File: src/rtl/instr_encoder_loader_if.sv
// Request stream and instruction-memory write bus for instr_encoder_loader.
// The slave modport is the loader's view; master is the sequencer/memory side.
interface instr_encoder_loader_if #(
    parameter int ADDR_W = 8
);
    logic              req_valid_i;
    logic              req_ready_o;
    logic [3:0]        op_sel_i;
    logic [4:0]        rs_i;
    logic [4:0]        rt_i;
    logic [4:0]        rd_i;
    logic [5:0]        funct_i;
    logic [15:0]       imm_i;
    logic [25:0]       target_i;
    logic              mem_we_o;
    logic [ADDR_W+1:0] mem_addr_o;
    logic [31:0]       mem_data_o;
    logic              mem_ready_i;

    modport slave (
        input  req_valid_i, op_sel_i, rs_i, rt_i, rd_i, funct_i, imm_i, target_i,
        input  mem_ready_i,
        output req_ready_o, mem_we_o, mem_addr_o, mem_data_o
    );

    modport master (
        output req_valid_i, op_sel_i, rs_i, rt_i, rd_i, funct_i, imm_i, target_i,
        output mem_ready_i,
        input  req_ready_o, mem_we_o, mem_addr_o, mem_data_o
    );
endinterface

File: src/rtl/instr_encoder_loader.sv
// Encodes instruction-level requests into 32-bit MIPS words, buffers them in
// a small FIFO and writes them to sequential instruction-memory addresses.
module instr_encoder_loader #(
    parameter int ADDR_W     = 8,
    parameter int FIFO_DEPTH = 4
) (
    input  logic                     clk_i,
    input  logic                     rst_i,
    input  logic                     start_i,
    input  logic [ADDR_W+1:0]        base_addr_i,
    input  logic                     end_i,
    instr_encoder_loader_if.slave    bus_if,
    output logic [ADDR_W:0]          count_o,
    output logic                     busy_o,
    output logic                     done_o,
    output logic                     err_o
);
    localparam int PTR_W = $clog2(FIFO_DEPTH);
    localparam logic [PTR_W:0] OCC_FULL = (PTR_W+1)'(FIFO_DEPTH);

    typedef enum logic [1:0] {IDLE, RUN, DRAIN, DONE} state_t;

    state_t            state_q;
    logic [31:0]       fifo_q [FIFO_DEPTH];
    logic [PTR_W-1:0]  wr_ptr_q;
    logic [PTR_W-1:0]  rd_ptr_q;
    logic [PTR_W:0]    occ_q;
    logic [PTR_W:0]    occ_d;
    logic [ADDR_W+1:0] addr_q;
    logic [ADDR_W:0]   count_q;
    logic              err_q;

    logic [31:0]       enc_word;
    logic              enc_legal;
    logic              accept;
    logic              push;
    logic              pop;

    // Opcode map matching the CPU's main control decoder.
    always_comb begin
        enc_word  = '0;
        enc_legal = 1'b1;
        case (bus_if.op_sel_i)
            4'd0:  enc_word = {6'd0,  bus_if.rs_i, bus_if.rt_i, bus_if.rd_i, 5'd0, bus_if.funct_i};
            4'd1:  enc_word = {6'd1,  bus_if.rs_i, 5'd0, bus_if.imm_i};
            4'd2:  enc_word = {6'd2,  bus_if.target_i};
            4'd3:  enc_word = {6'd3,  bus_if.target_i};
            4'd4:  enc_word = {6'd4,  bus_if.rs_i, bus_if.rt_i, bus_if.imm_i};
            4'd5:  enc_word = {6'd5,  bus_if.rs_i, bus_if.rt_i, bus_if.imm_i};
            4'd6:  enc_word = {6'd6,  bus_if.rs_i, bus_if.rt_i, bus_if.imm_i};
            4'd7:  enc_word = {6'd8,  bus_if.rs_i, bus_if.rt_i, bus_if.imm_i};
            4'd8:  enc_word = {6'd11, bus_if.rs_i, bus_if.rt_i, bus_if.imm_i};
            4'd9:  enc_word = {6'd13, bus_if.rs_i, bus_if.rt_i, bus_if.imm_i};
            4'd10: enc_word = {6'd15, 5'd0, bus_if.rt_i, bus_if.imm_i};
            4'd11: enc_word = {6'd35, bus_if.rs_i, bus_if.rt_i, bus_if.imm_i};
            4'd12: enc_word = {6'd43, bus_if.rs_i, bus_if.rt_i, bus_if.imm_i};
            default: enc_legal = 1'b0;
        endcase
    end

    // Ready depends only on registered state, never on req_valid_i.
    assign bus_if.req_ready_o = (state_q == RUN) && (occ_q != OCC_FULL);
    assign accept             = bus_if.req_valid_i && bus_if.req_ready_o;
    assign push               = accept && enc_legal;
    assign bus_if.mem_we_o    = (occ_q != '0);
    assign pop                = bus_if.mem_we_o && bus_if.mem_ready_i;
    assign bus_if.mem_data_o  = fifo_q[rd_ptr_q];
    assign bus_if.mem_addr_o  = addr_q;
    assign count_o            = count_q;
    assign err_o              = err_q;
    assign busy_o             = (state_q == RUN) || (state_q == DRAIN);
    assign done_o             = (state_q == DONE);

    // Next FIFO occupancy; simultaneous push and pop cancel out.
    always_comb begin
        occ_d = occ_q;
        case ({push, pop})
            2'b10:   occ_d = occ_q + 1'b1;
            2'b01:   occ_d = occ_q - 1'b1;
            default: occ_d = occ_q;
        endcase
    end

    // Encoded-word FIFO storage and pointers.
    always_ff @(posedge clk_i) begin
        if (rst_i) begin
            wr_ptr_q <= '0;
            rd_ptr_q <= '0;
            occ_q    <= '0;
            for (int unsigned i = 0; i < FIFO_DEPTH; i++) begin
                fifo_q[i] <= '0;
            end
        end else begin
            if (push) begin
                fifo_q[wr_ptr_q] <= enc_word;
                wr_ptr_q         <= wr_ptr_q + 1'b1;
            end
            if (pop) begin
                rd_ptr_q <= rd_ptr_q + 1'b1;
            end
            occ_q <= occ_d;
        end
    end

    // Load-sequencing FSM with write address, written-word count and error flag.
    always_ff @(posedge clk_i) begin
        if (rst_i) begin
            state_q <= IDLE;
            addr_q  <= '0;
            count_q <= '0;
            err_q   <= 1'b0;
        end else begin
            if (pop) begin
                addr_q <= addr_q + (ADDR_W+2)'(4);
                if (count_q != '1) begin
                    count_q <= count_q + 1'b1;
                end
            end
            if (accept && !enc_legal) begin
                err_q <= 1'b1;
            end
            case (state_q)
                IDLE, DONE: begin
                    // FIFO is always empty here, so start cannot race a pop.
                    if (start_i) begin
                        addr_q  <= base_addr_i & ~((ADDR_W+2)'(3));
                        count_q <= '0;
                        err_q   <= 1'b0;
                        state_q <= RUN;
                    end
                end
                RUN: begin
                    if (end_i) begin
                        state_q <= DRAIN;
                    end
                end
                DRAIN: begin
                    if (occ_d == '0) begin
                        state_q <= DONE;
                    end
                end
                default: state_q <= IDLE;
            endcase
        end
    end
endmodule

File: src/flat_wrapper.sv
// flat-port wrapper written by rule: the top's interface ports become plain ports
module instr_encoder_loader_flat 
#(
    parameter int ADDR_W     = 8,
    parameter int FIFO_DEPTH = 4
)
  (clk_i, rst_i, start_i, base_addr_i, end_i, count_o, busy_o, done_o, err_o, bus_if_req_valid_i, bus_if_op_sel_i, bus_if_rs_i, bus_if_rt_i, bus_if_rd_i, bus_if_funct_i, bus_if_imm_i, bus_if_target_i, bus_if_mem_ready_i, bus_if_req_ready_o, bus_if_mem_we_o, bus_if_mem_addr_o, bus_if_mem_data_o);
  instr_encoder_loader_if #(.ADDR_W(ADDR_W)) bus_if_i ();
  input  logic clk_i;
  input  logic rst_i;
  input  logic start_i;
  input  logic [ADDR_W+1:0] base_addr_i;
  input  logic end_i;
  output logic [ADDR_W:0] count_o;
  output logic busy_o;
  output logic done_o;
  output logic err_o;
  input wire logic [$bits(bus_if_i.req_valid_i)-1:0] bus_if_req_valid_i;
  input wire logic [$bits(bus_if_i.op_sel_i)-1:0] bus_if_op_sel_i;
  input wire logic [$bits(bus_if_i.rs_i)-1:0] bus_if_rs_i;
  input wire logic [$bits(bus_if_i.rt_i)-1:0] bus_if_rt_i;
  input wire logic [$bits(bus_if_i.rd_i)-1:0] bus_if_rd_i;
  input wire logic [$bits(bus_if_i.funct_i)-1:0] bus_if_funct_i;
  input wire logic [$bits(bus_if_i.imm_i)-1:0] bus_if_imm_i;
  input wire logic [$bits(bus_if_i.target_i)-1:0] bus_if_target_i;
  input wire logic [$bits(bus_if_i.mem_ready_i)-1:0] bus_if_mem_ready_i;
  output wire logic [$bits(bus_if_i.req_ready_o)-1:0] bus_if_req_ready_o;
  output wire logic [$bits(bus_if_i.mem_we_o)-1:0] bus_if_mem_we_o;
  output wire logic [$bits(bus_if_i.mem_addr_o)-1:0] bus_if_mem_addr_o;
  output wire logic [$bits(bus_if_i.mem_data_o)-1:0] bus_if_mem_data_o;
  assign bus_if_i.req_valid_i = bus_if_req_valid_i;
  assign bus_if_i.op_sel_i = bus_if_op_sel_i;
  assign bus_if_i.rs_i = bus_if_rs_i;
  assign bus_if_i.rt_i = bus_if_rt_i;
  assign bus_if_i.rd_i = bus_if_rd_i;
  assign bus_if_i.funct_i = bus_if_funct_i;
  assign bus_if_i.imm_i = bus_if_imm_i;
  assign bus_if_i.target_i = bus_if_target_i;
  assign bus_if_i.mem_ready_i = bus_if_mem_ready_i;
  assign bus_if_req_ready_o = bus_if_i.req_ready_o;
  assign bus_if_mem_we_o = bus_if_i.mem_we_o;
  assign bus_if_mem_addr_o = bus_if_i.mem_addr_o;
  assign bus_if_mem_data_o = bus_if_i.mem_data_o;
  instr_encoder_loader #(.ADDR_W(ADDR_W), .FIFO_DEPTH(FIFO_DEPTH)) u_core (.clk_i(clk_i), .rst_i(rst_i), .start_i(start_i), .base_addr_i(base_addr_i), .end_i(end_i), .bus_if(bus_if_i), .count_o(count_o), .busy_o(busy_o), .done_o(done_o), .err_o(err_o));
endmodule
File: config.mk
export PLATFORM = sky130hd
export DESIGN_NAME = instr_encoder_loader_flat
export DESIGN_NICKNAME = d
export VERILOG_FILES = /design/src/rtl/instr_encoder_loader_if.sv /design/src/rtl/instr_encoder_loader.sv /design/src/flat_wrapper.sv
export SDC_FILE = /design/constraint.sdc
export NUM_CORES = 1
export LEC_CHECK = 0
export CAP_MARGIN = 20
export CELL_PAD_IN_SITES_DETAIL_PLACEMENT = 1
export CELL_PAD_IN_SITES_GLOBAL_PLACEMENT = 2
export CORE_MARGIN = 8
export CORE_UTILIZATION = 31
export DETAILED_ROUTE_END_ITERATION = 6
export GPL_TIMING_DRIVEN = 0
export PLACE_DENSITY = 0.84
export REMOVE_ABC_BUFFERS = 1
export SYNTH_ARGS = -nofsm -noshare
export SYNTH_HDL_FRONTEND = slang
export SYNTH_SLANG_ARGS = --single-unit
File: constraint.sdc
create_clock -name clk_i -period 3 [get_ports clk_i]
set_input_delay 0.45 -clock clk_i [delete_from_list [all_inputs] [get_ports clk_i]]
set_output_delay 0.45 -clock clk_i [all_outputs]
set_load 0.1 [all_outputs]
==> results of run 1 <==
[cell usage in the layout (no fill, tap or decap), types with 5 or more instances in the layout]
| cell type | Yosys | routed |
|---|---|---|
| ha_1 | 6 | 5 |
| a22o_1 | 16 | 16 |
| o21ai_0 | 20 | 20 |
| and3_1 | 5 | 5 |
| mux4_2 | 31 | 31 |
| a22oi_1 | 26 | 26 |
| nor2_1 | 145 | 144 |
| clkdlybuf4s50_1 | 0 | 95 |
| xor2_1 | 13 | 13 |
| clkdlybuf4s15_2 | 0 | 9 |
| dfxtp_1 | 29 | 27 |
| clkbuf_16 | 0 | 17 |
| nand2_1 | 13 | 9 |
| inv_1 | 16 | 14 |
| a21oi_1 | 13 | 13 |
| edfxtp_1 | 124 | 124 |
| dlygate4sd2_1 | 0 | 25 |
| inv_6 | 0 | 5 |
| nand4_1 | 8 | 8 |
[critical path: stages]
cell and delay, ns:
dlygate4sd2_1 0.51, o211a_1 0.32, nor4_4 0.05, buf_4 0.16
inv_2 0.12, ha_2 0.23, inv_1 0.07, fa_1 0.41
xnor3_1 0.20, o221a_2 0.29, a211o_1 0.27, a21oi_1 0.17
[flip-flops by register name (all words and copies together) (netlist names), named ones only]
name / flops
u_core.err_o: 1
u_core.count_o: 9
u_core.wr_ptr_q: 2
u_core.fifo_q: 124
u_core.state_q: 2
u_core.rd_ptr_q: 2
u_core.bus_if.mem_addr_o: 8
u_core.occ_q: 3
[layer usage]
metal / up-vias / global-route usage (%) / part of all wire (%)
met4: 0 / 4.50 / 1.7
met1: 2582 / 18.2 / 41
met5: - / 0 / 0
met3: 30 / 4.59 / 7.9
met2: 189 / 25.7 / 50
li1: 2319 / - / -
[final cells by class]
cell class	instances	area [um^2]	share of cell area (%)
clock buffers	18	429	4.59
clock inverters	14	153	1.63
inverters	18	71.3	0.763
multi-input cells	350	2540	27.2
flip-flops and latches	153	4310	46.1
well taps	285	357	3.82
repair buffers	142	1480	15.8
[where the power goes]
group / switching, mW / leakage (nW) / internal, mW / total [mW]
Sequential: 0.154 / 1.52 / 2.48 / 2.64
Combinational: 2.02 / 1.60 / 0.751 / 2.77
Clock: 0.932 / 0.284 / 1.18 / 2.11
Total: 3.10 / 3.40 / 4.42 / 7.52
[cell families after synthesis]
| group | Yosys count | share of synthesized area, % |
|---|---|---|
| mux | 34 | 10.3 |
| xor+xnor | 18 | 2.43 |
| flops | 153 | 61.0 |
| simple gates | 191 | 11.7 |
| fa+ha+maj | 8 | 1.49 |
| compound gates | 94 | 9.15 |
| buf+inv | 55 | 3.88 |
| other cells | 1 | 0.0531 |
[worst min path at each step]
stage	start	endpoint	cells past startpoint
finish	u_core.err_o$_SDFF_PP0_	u_core.err_o$_SDFF_PP0_	2
global placement	u_core.err_o$_SDFF_PP0_	u_core.err_o$_SDFF_PP0_	2
CTS	u_core.err_o$_SDFF_PP0_	u_core.err_o$_SDFF_PP0_	2
global route	u_core.err_o$_SDFF_PP0_	u_core.err_o$_SDFF_PP0_	2
detailed placement	u_core.err_o$_SDFF_PP0_	u_core.err_o$_SDFF_PP0_	2
floorplan	u_core.wr_ptr_q[1]$_SDFFE_PP0P_	u_core.wr_ptr_q[1]$_SDFFE_PP0P_	2
[repair_timing]
action                     in CTS  in global routing
gates resized for setup        65                  5
pin swaps                       2                  1
hold buffers                    0                  0
gates cloned                    2                  0
setup buffers                   1                  1
setup endpoints to repair     240                 32
==> flow_summary.json, run 1 <==
{
  "status": "finished, final reports clean",
  "critPathKind": "input port to flop",
  "core_area_um2": 22500,
  "rsz0062_at_grt": "no",
  "drv_cap": 0,
  "reg2reg_depth": 13,
  "synth_most_common_cell": "nor2_1",
  "timing.final.ws_setup_ns": 0.0825,
  "ir_drop_mv": 0.745,
  "diodes": 0,
  "endpoint_kind": "flop",
  "hold_path_class": "flop to flop",
  "vias": 5120,
  "worstMarginPinSlew_ns": 1.06,
  "hold_viol": 0,
  "r2r_end": "u_core.state_q[1]$_SDFFE_PP0P_",
  "powerDensity_nw_per_um2": 805,
  "clock.fmax_mhz": 343,
  "hold_ws_ns": 0.490,
  "clock_skew_ns": 0.0120,
  "crit_arrival_ns": 3.26,
  "clk_pin_slew_ns": 0.07,
  "io_pins": 139,
  "setup_viol": 0,
  "post-place-ws_ns": -1.43,
  "via_per_inst": 5.22,
  "yosys_warnings": 0,
  "die_area_um2": 27800,
  "ys_seq_area_share_pct": 61.0,
  "cp-start-kind": "input port",
  "synth-seq-cells": 153,
  "dp.final_hpwl_um": 13400,
  "avgSynthCellArea_um2": 12.7,
  "grt.overflow.total": 0,
  "drt-pass1-iter-count": 6,
  "placed_area_um2": 8720,
  "synth_commonest_cells": "nor2_1 (145), edfxtp_1 (124), mux4_2 (31)",
  "finalCriticalPeriod_ns": 2.92,
  "synthCells": 554,
  "rows": 55,
  "slew_viol_final": 0,
  "maxSlewHeadroom_pct": 29.0,
  "cts_tree": "done",
  "ys_types": 49,
  "fill_cells": 2354,
  "wl_per_cell_um": 21.1,
  "drive_above_1_share_pct": 14.8,
  "die_width_um": 167,
  "yosys.area.top_type": "edfxtp_1",
  "htree_levels": 4,
  "drtIter0Drc": 252,
  "startpoint": "bus_if_op_sel_i[0]",
  "wl_um": 20700,
  "reg2reg_setup_slack_ns": 0.15,
  "dp.cells": 944,
  "setup_tns_ns": 0,
  "p_leak_nw": 3.40,
  "syn-cell-area_um2": 7060,
  "cts-root-buf": "clkbuf_16",
  "drc": 0,
  "synthFlopType": "edfxtp_1",
  "grt_start_max_net_pins": 32,
  "cts_made_buffers": 17,
  "synthArstFlopShare_pct": 0,
  "endpoint": "u_core.state_q[1]$_SDFFE_PP0P_",
  "fin_area_um2": 9340,
  "grt.total_usage_pct": 15.1,
  "min_period_over_period_pct": 97.2,
  "crit_fanout": 12,
  "stdcell_count": 980,
  "clock_sinks": 153,
  "layout.nets": 772,
  "drtAntennaViolNets": 0,
  "final_util_pct": 41.5,
  "gp_congestion": 0.747,
  "yosysTopAreaCellShare_pct": 52.8,
  "grt_first_pass_wirelength_um": 32500,
  "area_growth_pct": 32.4,
  "die_h_um": 167,
  "r2r-start": "u_core.state_q[1]$_SDFFE_PP0P_",
  "p_total_mw": 7.52,
  "clkLatencyLatePin_ns": 0.42,
  "crit_required_ns": 3.34,
  "port_buffers": 133,
  "grt_pass1_vias": 5671,
  "synth_area_leaders": "edfxtp_1 (53%), mux4_2 (9.9%), dfxtp_1 (8.2%), nor2_1 (7.7%), a22oi_1 (2.8%)",
  "start_util_pct": 31.4,
  "synth_edf_count": 124,
  "clockBufferDepth": 2,
  "antenna_found_initial": 0
}
(Power assumes the default switching activity.)
==> inputs of run 2 (changes only) <==
--- a/config.mk
+++ b/config.mk
@@ -6,13 +6,14 @@
 export NUM_CORES = 1
 export LEC_CHECK = 0
 export CAP_MARGIN = 20
-export CELL_PAD_IN_SITES_DETAIL_PLACEMENT = 1
-export CELL_PAD_IN_SITES_GLOBAL_PLACEMENT = 2
+export CELL_PAD_IN_SITES_DETAIL_PLACEMENT = 0
+export CELL_PAD_IN_SITES_GLOBAL_PLACEMENT = 1
 export CORE_MARGIN = 8
-export CORE_UTILIZATION = 31
+export CORE_UTILIZATION = 38
 export DETAILED_ROUTE_END_ITERATION = 6
+export GPL_ROUTABILITY_DRIVEN = 0
 export GPL_TIMING_DRIVEN = 0
-export PLACE_DENSITY = 0.84
+export PLACE_DENSITY = 0.85
 export REMOVE_ABC_BUFFERS = 1
 export SYNTH_ARGS = -nofsm -noshare
 export SYNTH_HDL_FRONTEND = slang
==> flow_summary.json, run 2 (synthesis results as in run 1) <==
{
  "regArea_um2": 4310,
  "startpoint": "bus_if_op_sel_i[0]",
  "drtIter0Drc": 274,
  "hold_viol": 0,
  "area_growth_pct": 31.5,
  "grt_start_max_net_pins": 34,
  "layout.nets": 769,
  "die_width_um": 152,
  "vias": 4963,
  "antenna_found_initial": 0,
  "clock_skew_ns": 0.00957,
  "setup_tns_ns": 0,
  "status": "finished, final reports clean",
  "switchingPower_mw": 3.10,
  "hold_path_class": "flop to flop",
  "cts_made_buffers": 17,
  "htree_levels": 4,
  "drt-pass1-iter-count": 5,
  "setup_viol": 0,
  "largest_reg_flops": 124,
  "fill_cells": 1548,
  "wl_um": 18100,
  "powerDensity_nw_per_um2": 805,
  "port_buffers": 133,
  "endpoint_kind": "flop",
  "ir_drop_mv": 0.846,
  "largest-register": "u_core.fifo_q",
  "crit_arrival_ns": 3.28,
  "layout_common_cells": "nor2_1 (144), edfxtp_1 (124), clkdlybuf4s50_1 (97)",
  "layout_commonest_cell": "nor2_1",
  "p_clk_share_pct": 27.8,
  "grt.overflow.total": 0,
  "cts_tree": "done",
  "critPathKind": "input port to flop",
  "die_h_um": 152,
  "maxSlewHeadroom_pct": 25.8,
  "clkLatencyLatePin_ns": 0.43,
  "finalCriticalPeriod_ns": 2.93,
  "drtAntennaViolNets": 0,
  "grt.total_usage_pct": 15.6,
  "cp-start-kind": "input port",
  "drive_above_1_share_pct": 17.5,
  "crit_fanout": 12,
  "multi_input_area_um2": 2540,
  "internal_power_mw": 4.37,
  "reg2reg_setup_slack_ns": 0.16,
  "min_period_over_period_pct": 97.8,
  "r2r_end": "u_core.state_q[1]$_SDFFE_PP0P_",
  "slew_viol_final": 0,
  "clk_pin_slew_ns": 0.07,
  "p_seq_share_pct": 35.2,
  "final_util_pct": 50.3,
  "clock_sinks": 153,
  "via_per_inst": 5.36,
  "diodes": 0,
  "start_util_pct": 38.2,
  "die_area_um2": 23200,
  "switching_share_pct": 41.5,
  "p_total_mw": 7.47,
  "drc": 0,
  "cts-root-buf": "clkbuf_16",
  "dp.final_hpwl_um": 11800,
  "power_frac_comb_pct": 37.0,
  "grt_pass1_vias": 5344,
  "core_area_um2": 18500,
  "worstMarginPinSlew_ns": 1.11,
  "drv_cap": 0,
  "clockBufferDepth": 2,
  "hold_ws_ns": 0.487,
  "endpoint": "u_core.state_q[1]$_SDFFE_PP0P_",
  "crit_required_ns": 3.35,
  "rows": 50,
  "p_leak_nw": 3.33,
  "r2r-start": "u_core.state_q[0]$_SDFFE_PP0P_",
  "wl_per_cell_um": 19.5,
  "io_pins": 139,
  "clock.fmax_mhz": 341,
  "reg2reg_depth": 11,
  "grt_first_pass_wirelength_um": 28200
}
## run 2: changes by cell type in the layout (fill, tap and decap cells not counted), moves of 2 or more
cell             before  now
dfxtp_4               2    0
nand2_8               0    2
clkinv_8              0    2
dfxtp_2               0    2
buf_12                4    1
clkdlybuf4s15_2       9   31
clkdlybuf4s50_1      95   97
or4_2                 2    0
dlygate4sd2_1        25    2
## run 2: final cells by class
cell class                      count  area share (%)
Timing Repair Buffer              141            16.1
Multi-Input combinational cell    348            27.4
Clock buffer                       17            4.58
Clock inverter                     15            1.66
Inverter                           18           0.768
Tap cell                          234            3.15
Sequential cell                   153            46.4
## run 2: worst max-delay path, stage by stage
cell           delay, ns
dlygate4sd2_1       0.37
o211a_1             0.36
nor4_4              0.45
inv_2               0.11
ha_1                0.26
inv_1               0.09
fa_1                0.22
xnor3_1             0.23
o221a_2             0.30
a211o_1             0.29
a21oi_1             0.15
## run 2: repair_timing
action / in CTS / in global routing
hold buffers: 0 / 0
resized for setup: 105 / 8
setup endpoints to repair: 277 / 118
setup buffers: 0 / 3
endpoints found under the hold margin: 0 / 0
pin swaps: 0 / 2
## run 2: power groups by stage
stage	Combinational (mW)	Sequential (mW)	Clock, mW
global placement	2.68	2.72	0
CTS	2.78	2.63	2.11
finish	2.76	2.63	2.08
global route	2.88	2.66	2.20
floorplan	1.75	2.97	0
detailed placement	2.79	2.68	0
## run 2: through the flow
step / setup WS [ns] / area [um^2] / instances
final: 0.0658 / 9280 / 926
after CTS: -0.0951 / 9250 / 923
after global routing: -0.00698 / 9280 / 926
after detailed placement: -1.58 / 8600 / 891
after floorplan: -0.0955 / 6860 / 519
after global placement: -3.03 / 8480 / 886
## run 2: how the worst min path moves through the flow
stage | start | end | slack [ns] | cells after the start
CTS | u_core.err_o$_SDFF_PP0_ | u_core.err_o$_SDFF_PP0_ | 0.49 | 2
detailed placement | u_core.err_o$_SDFF_PP0_ | u_core.err_o$_SDFF_PP0_ | 0.47 | 2
global route | u_core.err_o$_SDFF_PP0_ | u_core.err_o$_SDFF_PP0_ | 0.51 | 2
finish | u_core.err_o$_SDFF_PP0_ | u_core.err_o$_SDFF_PP0_ | 0.49 | 2
floorplan | u_core.wr_ptr_q[1]$_SDFFE_PP0P_ | u_core.wr_ptr_q[1]$_SDFFE_PP0P_ | 0.47 | 2
global placement | u_core.err_o$_SDFF_PP0_ | u_core.err_o$_SDFF_PP0_ | 0.46 | 2
## run 2: routing by layer
layer  part of all wire (%)  GRT usage, %  up-vias  wire, um
met3                    7.0          4.93       18      1270
li1                       -             -     2300         -
met1                     41          17.6     2466      7390
met2                     51          27.7      179      9250
met5                      0             0        -         0
met4                   0.82          4.57        0       148
